$ cat src/rtl/ddr_cmd_lane_tx_ctrl.sv
// Fabric-side driver for DDR command/address pins: registered TX/OE expansion into the
// IOD serializer word, plus a per-pin delay-line controller with tap tracking.
module ddr_cmd_lane_tx_ctrl #(
  parameter int NUM_CH   = 1,
  parameter int RATIO    = 4,
  parameter int CMD_SDR  = 1,
  parameter int TAP_W    = 8,
  parameter int MAX_TAP  = 255,
  parameter int INIT_TAP = 1,
  parameter int MOVE_GAP = 2,
  localparam int IW      = (CMD_SDR != 0) ? RATIO : 2 * RATIO
) (
  input  logic                        FAB_CLK,
  input  logic                        ARST_N,
  input  logic                        TX_SYNC_RST,
  input  logic [NUM_CH*IW-1:0]        TX_DATA_IN,
  input  logic [NUM_CH*RATIO-1:0]     OE_IN,
  output logic [NUM_CH*2*RATIO-1:0]   TX_DATA_OUT,
  output logic [NUM_CH*RATIO-1:0]     OE_OUT,
  input  logic [NUM_CH-1:0]           DLY_REQ,
  input  logic [NUM_CH-1:0]           DLY_DIR,
  input  logic [NUM_CH-1:0]           DLY_LOAD_REQ,
  output logic [NUM_CH-1:0]           DLY_ACK,
  output logic [NUM_CH-1:0]           DLY_BUSY,
  output logic [NUM_CH-1:0]           DLY_ERR,
  output logic [NUM_CH*TAP_W-1:0]     TAP_CNT,
  output logic [NUM_CH-1:0]           DELAY_LINE_MOVE,
  output logic [NUM_CH-1:0]           DELAY_LINE_DIRECTION,
  output logic [NUM_CH-1:0]           DELAY_LINE_LOAD,
  input  logic [NUM_CH-1:0]           DELAY_LINE_OUT_OF_RANGE
);

  localparam int CW = (MOVE_GAP > 1) ? $clog2(MOVE_GAP) : 1;

  typedef enum logic [2:0] {
    ST_IDLE   = 3'd0,
    ST_MOVE   = 3'd1,
    ST_LOAD   = 3'd2,
    ST_SETTLE = 3'd3,
    ST_ACK    = 3'd4
  } dly_state_e;

  logic [NUM_CH*2*RATIO-1:0] tx_exp_s;
  logic [NUM_CH*2*RATIO-1:0] tx_data_r;
  logic [NUM_CH*RATIO-1:0]   oe_r;

  // SDR pins carry each command bit on the even slot only; odd slots are zero-stuffed.
  always_comb begin
    tx_exp_s = '0;
    if (CMD_SDR != 0) begin
      for (int c = 0; c < NUM_CH; c++) begin
        for (int i = 0; i < RATIO; i++) begin
          tx_exp_s[c*2*RATIO + 2*i] = TX_DATA_IN[c*IW + i];
        end
      end
    end else begin
      for (int k = 0; k < NUM_CH*IW; k++) begin
        tx_exp_s[k] = TX_DATA_IN[k];
      end
    end
  end

  // Data/OE pipe register; the sync clear tristates the pad without touching the delay logic.
  always_ff @(posedge FAB_CLK or negedge ARST_N) begin
    if (!ARST_N) begin
      tx_data_r <= '0;
      oe_r      <= '0;
    end else if (TX_SYNC_RST) begin
      tx_data_r <= '0;
      oe_r      <= '0;
    end else begin
      tx_data_r <= tx_exp_s;
      oe_r      <= OE_IN;
    end
  end

  assign TX_DATA_OUT = tx_data_r;
  assign OE_OUT      = oe_r;

  for (genvar g = 0; g < NUM_CH; g++) begin : g_dly
    dly_state_e       state_r;
    dly_state_e       state_s;
    logic [CW-1:0]    settle_cnt_r;
    logic [TAP_W-1:0] tap_r;
    logic             dir_r;
    logic             illegal_r;
    logic             was_move_r;
    logic             oor_seen_r;
    logic             err_r;
    logic             ack_r;
    logic             busy_r;
    logic             move_r;
    logic             load_r;
    logic             dir_out_r;
    logic             illegal_s;
    logic             last_settle_s;
    logic             accept_load_s;
    logic             accept_move_s;

    assign illegal_s     = DLY_DIR[g] ? (tap_r == TAP_W'(MAX_TAP)) : (tap_r == '0);
    assign last_settle_s = (settle_cnt_r == CW'(MOVE_GAP - 1));
    assign accept_load_s = (state_r == ST_IDLE) && DLY_LOAD_REQ[g];
    assign accept_move_s = (state_r == ST_IDLE) && !DLY_LOAD_REQ[g] && DLY_REQ[g];

    // Next-state logic; a load request outranks a simultaneous move request.
    always_comb begin
      state_s = state_r;
      case (state_r)
        ST_IDLE: begin
          if (DLY_LOAD_REQ[g]) state_s = ST_LOAD;
          else if (DLY_REQ[g]) state_s = ST_MOVE;
          else state_s = ST_IDLE;
        end
        ST_MOVE: begin
          if (illegal_r) state_s = ST_ACK;
          else state_s = ST_SETTLE;
        end
        ST_LOAD:   state_s = ST_SETTLE;
        ST_SETTLE: begin
          if (last_settle_s) state_s = ST_ACK;
          else state_s = ST_SETTLE;
        end
        ST_ACK:    state_s = ST_IDLE;
        default:   state_s = ST_IDLE;
      endcase
    end

    // State, tap tracking and registered IOD/handshake outputs for one pin.
    always_ff @(posedge FAB_CLK or negedge ARST_N) begin
      if (!ARST_N) begin
        state_r      <= ST_IDLE;
        settle_cnt_r <= '0;
        tap_r        <= TAP_W'(INIT_TAP);
        dir_r        <= 1'b0;
        illegal_r    <= 1'b0;
        was_move_r   <= 1'b0;
        oor_seen_r   <= 1'b0;
        err_r        <= 1'b0;
        ack_r        <= 1'b0;
        busy_r       <= 1'b0;
        move_r       <= 1'b0;
        load_r       <= 1'b0;
        dir_out_r    <= 1'b0;
      end else begin
        state_r      <= state_s;
        ack_r        <= (state_s == ST_ACK);
        busy_r       <= (state_s != ST_IDLE);
        move_r       <= accept_move_s && !illegal_s;
        load_r       <= accept_load_s;
        settle_cnt_r <= (state_r == ST_SETTLE) ? settle_cnt_r + CW'(1) : '0;
        if (accept_load_s) begin
          tap_r      <= TAP_W'(INIT_TAP);
          err_r      <= 1'b0;
          was_move_r <= 1'b0;
          oor_seen_r <= 1'b0;
          dir_out_r  <= 1'b0;
        end else if (accept_move_s) begin
          dir_r      <= DLY_DIR[g];
          illegal_r  <= illegal_s;
          was_move_r <= 1'b1;
          oor_seen_r <= 1'b0;
          if (illegal_s) begin
            err_r     <= 1'b1;
            dir_out_r <= 1'b0;
          end else begin
            tap_r     <= DLY_DIR[g] ? tap_r + TAP_W'(1) : tap_r - TAP_W'(1);
            dir_out_r <= DLY_DIR[g];
          end
        end else if (state_r == ST_SETTLE) begin
          if (DELAY_LINE_OUT_OF_RANGE[g]) begin
            err_r      <= 1'b1;
            oor_seen_r <= 1'b1;
          end
          // The IOD refused the step: undo the optimistic tap update.
          if (last_settle_s) begin
            dir_out_r <= 1'b0;
            if (was_move_r && (oor_seen_r || DELAY_LINE_OUT_OF_RANGE[g])) begin
              tap_r <= dir_r ? tap_r - TAP_W'(1) : tap_r + TAP_W'(1);
            end
          end
        end
      end
    end

    assign DLY_ACK[g]                  = ack_r;
    assign DLY_BUSY[g]                 = busy_r;
    assign DLY_ERR[g]                  = err_r;
    assign TAP_CNT[g*TAP_W +: TAP_W]   = tap_r;
    assign DELAY_LINE_MOVE[g]          = move_r;
    assign DELAY_LINE_LOAD[g]          = load_r;
    assign DELAY_LINE_DIRECTION[g]     = dir_out_r;
  end

endmodule

$ cat config.mk
export PLATFORM = sky130hd
export DESIGN_NAME = ddr_cmd_lane_tx_ctrl
export DESIGN_NICKNAME = d
export VERILOG_FILES = /design/src/rtl/ddr_cmd_lane_tx_ctrl.sv
export SDC_FILE = /design/constraint.sdc
export NUM_CORES = 1
export LEC_CHECK = 0
export ABC_AREA = 1
export BUFFER_PORTS_ARGS = -buffer_cell sky130_fd_sc_hd__clkbuf_2
export CAP_MARGIN = 10
export CORE_ASPECT_RATIO = 1.25
export CORE_MARGIN = 3
export CORE_UTILIZATION = 45
export CTS_BUF_LIST = sky130_fd_sc_hd__clkbuf_16
export DETAILED_ROUTE_END_ITERATION = 8
export PLACE_DENSITY = 0.69
export SLEW_MARGIN = 15
export SYNTH_ARGS = -nofsm -noshare
export SYNTH_HDL_FRONTEND = slang
export SYNTH_SLANG_ARGS = --single-unit
export TNS_END_PERCENT = 20
$ cat constraint.sdc
create_clock -name FAB_CLK -period 2.1 [get_ports FAB_CLK]
set_input_delay 0.42 -clock FAB_CLK [delete_from_list [all_inputs] [get_ports FAB_CLK]]
set_output_delay 0.42 -clock FAB_CLK [all_outputs]
set_load 0.05 [all_outputs]
==> PnR_summary.wiki <==
{| class="wikitable"
! Metric !! Value
|-
| Max-Cap Viols || 0
|-
| Skew-Pair Late Insertion Delay || 0.28 ns
|-
| Pins Over Slew Limit || 0
|-
| Leading post-synthesis cells by cell area || sky130_fd_sc_hd__dfrtp_1 42%, sky130_fd_sc_hd__nand2_1 12%, sky130_fd_sc_hd__inv_1 6.5%, sky130_fd_sc_hd__nor2_1 5.6%, sky130_fd_sc_hd__nand3_1 5.5%
|-
| Post-route ant nets || 0
|-
| Synthesized area per cell || 7.71 um^2
|-
| RSZ-0062 raised after global routing || false
|-
| Drt drc || 0
|-
| PwrDens || 1650 nW/um^2
|-
| HP Class || input port to async pin
|-
| Post-place setup slack || 0.399 ns
|-
| Static leakage || 1.13 nW
|-
| Core footprint || 3600 um^2
|-
| Slew HR || 51.1%
|-
| Number of warnings reported in the yosys synthesis log || 0
|-
| Worst R2R Setup Slack || 0.40 ns
|-
| Setup skew after layout || 0.00770 ns
|-
| Violation count after the first detailed-route iteration || 81
|-
| Total congestion overflow || 0
|-
| Met3 routing resource usage after global routing || 4.41%
|-
| Count of buffer and inverter cells on the critical path || 2
|-
| Initial antenna violation count || 0
|-
| Crit path max-delay cell type || sky130_fd_sc_hd__dfstp_2
|-
| Cell types with the highest counts after synthesis || 54 x sky130_fd_sc_hd__nand2_1, 30 x sky130_fd_sc_hd__inv_1, 29 x sky130_fd_sc_hd__dfrtp_1
|-
| Maximum net fanout on the critical path || 9
|-
| Vias in the first global route || 1408
|-
| Critical path start-end classification || flop to flop
|-
| Ratio of routed vias to standard cells || 4.98
|-
| Clock Root Buffer || sky130_fd_sc_hd__clkbuf_16
|-
| Cells after Synth || 225
|-
| Number of unique standard cell types used by synthesis || 31
|-
| First-pass GRT wire length || 6.28 mm
|-
| Ratio of cells with drive above 1 in the final layout || 24.3%
|-
| Routability congestion estimate from global placement || 0.848
|-
| Transition time at the pin with the least slew margin || 0.734 ns
|-
| Busiest layer in global routing || met2
|-
| Largest net degree at the start of global routing || 31
|-
| Setup TNS Final || 0 ns
|-
| Library cell appearing most often on the critical path || sky130_fd_sc_hd__nand2_1
|-
| Total length of routed wires || 3.77 mm
|-
| Global-route total usage across every layer || 18.6%
|-
| Cell type with the highest aggregate area in the netlist || sky130_fd_sc_hd__dfrtp_1
|-
| Via count of the routed design || 1503
|-
| Number of nets in the layout || 280
|-
| Cell chain of the critical path || inv_1 -> ha_1 -> nand2_1 -> nor2_1 -> nand3_1 -> nand2_1 -> nand2_2 -> nand2_4 -> inv_4 -> nand3_1 -> nand2_1
|-
| First drt pass iteration count || 4
|-
| Overall die height || 75.4 um
|-
| Arrival time worst endpoint || 1.92 ns
|-
| Most instantiated library cell after synthesis || sky130_fd_sc_hd__nand2_1
|-
| Count of final setup violators || 0
|-
| Hold Fails Final Rpt || 0
|-
| Top cell type's share of synthesized area || 41.8%
|-
| Main synth FF type || sky130_fd_sc_hd__dfrtp_1
|-
| Worst supply voltage drop on vdd || 0.795 mV
|-
| Clock sink count || 30
|-
| Synthesis-to-finish area growth || 18.1%
|-
| Diodes inserted || 0
|-
| Clk slew on worst S/H paths || 0.05 ns
|-
| CTS resizes || 0
|-
| CTS Buffer Depth || 2
|-
| Number of setup buffers added after CTS || 0
|-
| Final period utilization || 81.1%
|-
| Highest attainable clock frequency || 0.587 GHz
|-
| Synthesized cell area || 1730 um^2
|-
| HPWL Detailed || 2.90 mm
|-
| Die span in x || 61.5 um
|-
| Result of the run || completed
|-
| Hold buffer count at cts || 0
|-
| Initial cell density of the core || 48.1%
|-
| Flip-flop and latch count after synthesis || 30
|-
| Inserted Clock Buffers || 5
|-
| GRT met1 Usage || 22.2%
|-
| Detailed-route wire length per cell || 12.5 um
|-
| Met2 track utilization from global routing || 29.9%
|-
| Floorplan die area || 4640 um^2
|-
| Startpoint Class || flop
|-
| Number of synthesized flops with an enable pin || 0
|-
| Number of top-level pins || 41
|-
| Kind of cell with the highest combined delay on the critical path || simple AND/OR/NAND/NOR gates
|-
| Minimum setup slack in the final design || 0.396 ns
|-
| Element type at the critical path end || flop
|-
| Std cell rows || 24
|-
| Fraction of registers with async set or reset after synthesis || 100%
|-
| Port bufs || 36
|-
| TritonCTS clock tree || built
|-
| Worst Path Required || 2.32 ns
|-
| Crit-path max cell delay || 0.57 ns
|-
| Post-layout minimum cycle time || 1.70 ns
|-
| Share of synthesized area occupied by flip-flops and latches || 43.4%
|-
| Count of H-tree levels built during CTS || 2
|}
-- metal layers --
metal  vias to the layer above  wire [um]
met5                         -          0
li1                        765          -
met1                       682       1580
met2                        42       1880
met3                        14        180
met4                         0        136
-- cell usage in the layout (no fill, tap or decap), drive strengths merged, types with 2 or more instances in the layout --
cell / Yosys / final
nand2: 58 / 58
clkbuf: 1 / 41
inv: 35 / 35
nor2: 32 / 32
dfrtp: 29 / 29
nand3: 22 / 22
o21ai: 18 / 18
a21oi: 5 / 5
xor2: 5 / 5
conb: 1 / 4
ha: 3 / 3
nand4: 2 / 2
clkinv: 0 / 2
-- worst paths after layout --
check / from / end / cells after the start
max in group asynchronous: ARST_N / DLY_BUSY / 1
worst max-delay path: TAP_CNT[0] / TAP_CNT[4] / 11
worst max register to register: TAP_CNT[0] / TAP_CNT[4] / 11
worst min register to register: g_dly[0].was_move_r / g_dly[0].was_move_r / 2
min in group FAB_CLK: OE_IN[3] / OE_OUT[3] / 3
worst min-delay path: ARST_N / TAP_CNT[6] / 1
-- final cells by class --
cell class                      instances  area (um^2)
Clock inverter                          3         16.3
Fill cell                             354         1560
Timing Repair Buffer                   36          180
Inverter                               35          134
Tap cell                               39         48.8
Sequential cell                        30          752
Multi-Input combinational cell        154          792
Clock buffer                            5          125
-- registers in the layout, summed over array words and instances (netlist names) --
register	flops
TAP_CNT	8
OE_OUT	4
TX_DATA_OUT	4
g_dly.state_r	3
DELAY_LINE_DIRECTION	1
DELAY_LINE_LOAD	1
DELAY_LINE_MOVE	1
DLY_ACK	1
DLY_BUSY	1
DLY_ERR	1
g_dly.dir_r	1
g_dly.illegal_r	1
g_dly.last_settle_s	1
g_dly.oor_seen_r	1
g_dly.was_move_r	1
-- metrics by stage --
step | std cells | power, W | util (%) | hold WS, ns | cell area, um^2
after floorplan | 228 | 0.00236 | - | 0.124 | 1750
after detailed placement | 294 | 0.00270 | 52.9 | 0.465 | 1910
after global placement | 294 | 0.00268 | 52.9 | 0.468 | 1910
final | 302 | 0.00338 | 56.8 | 0.189 | 2050
after CTS | 302 | 0.00340 | 56.8 | 0.233 | 2050
after global routing | 302 | 0.00365 | 56.8 | 0.255 | 2050
-- worst register-to-register path: stages (launching register included) --
cell	delay (ns)
sky130_fd_sc_hd__dfstp_2	0.57
sky130_fd_sc_hd__inv_1	0.12
sky130_fd_sc_hd__ha_1	0.23
sky130_fd_sc_hd__nand2_1	0.07
sky130_fd_sc_hd__nor2_1	0.04
sky130_fd_sc_hd__nand3_1	0.08
sky130_fd_sc_hd__nand2_1	0.09
sky130_fd_sc_hd__nand2_2	0.10
sky130_fd_sc_hd__nand2_4	0.10
sky130_fd_sc_hd__inv_4	0.10
sky130_fd_sc_hd__nand3_1	0.08
sky130_fd_sc_hd__nand2_1	0.07
-- kinds of logic after synthesis --
| kind of cell | after synthesis | share of synthesized area (%) |
|---|---|---|
| other | 1 | 0.216 |
| flip-flops | 30 | 43.4 |
| buffers and inverters | 44 | 11.6 |
| XOR/XNOR | 6 | 3.03 |
| AND/OR/NAND/NOR | 116 | 31.2 |
| AO/OA/AOI/OAI | 25 | 8.37 |
| adder cells (fa/ha/maj) | 3 | 2.16 |
-- where the power goes --
part	switching (W)	internal (W)	total [W]	leakage (nW)
Combinational	0.00119	0.000482	0.00167	0.685
Sequential	0.000248	0.000777	0.00103	0.376
Clock	0.000248	0.000431	0.000679	0.0672
Power figures use the tool's default switching activity.
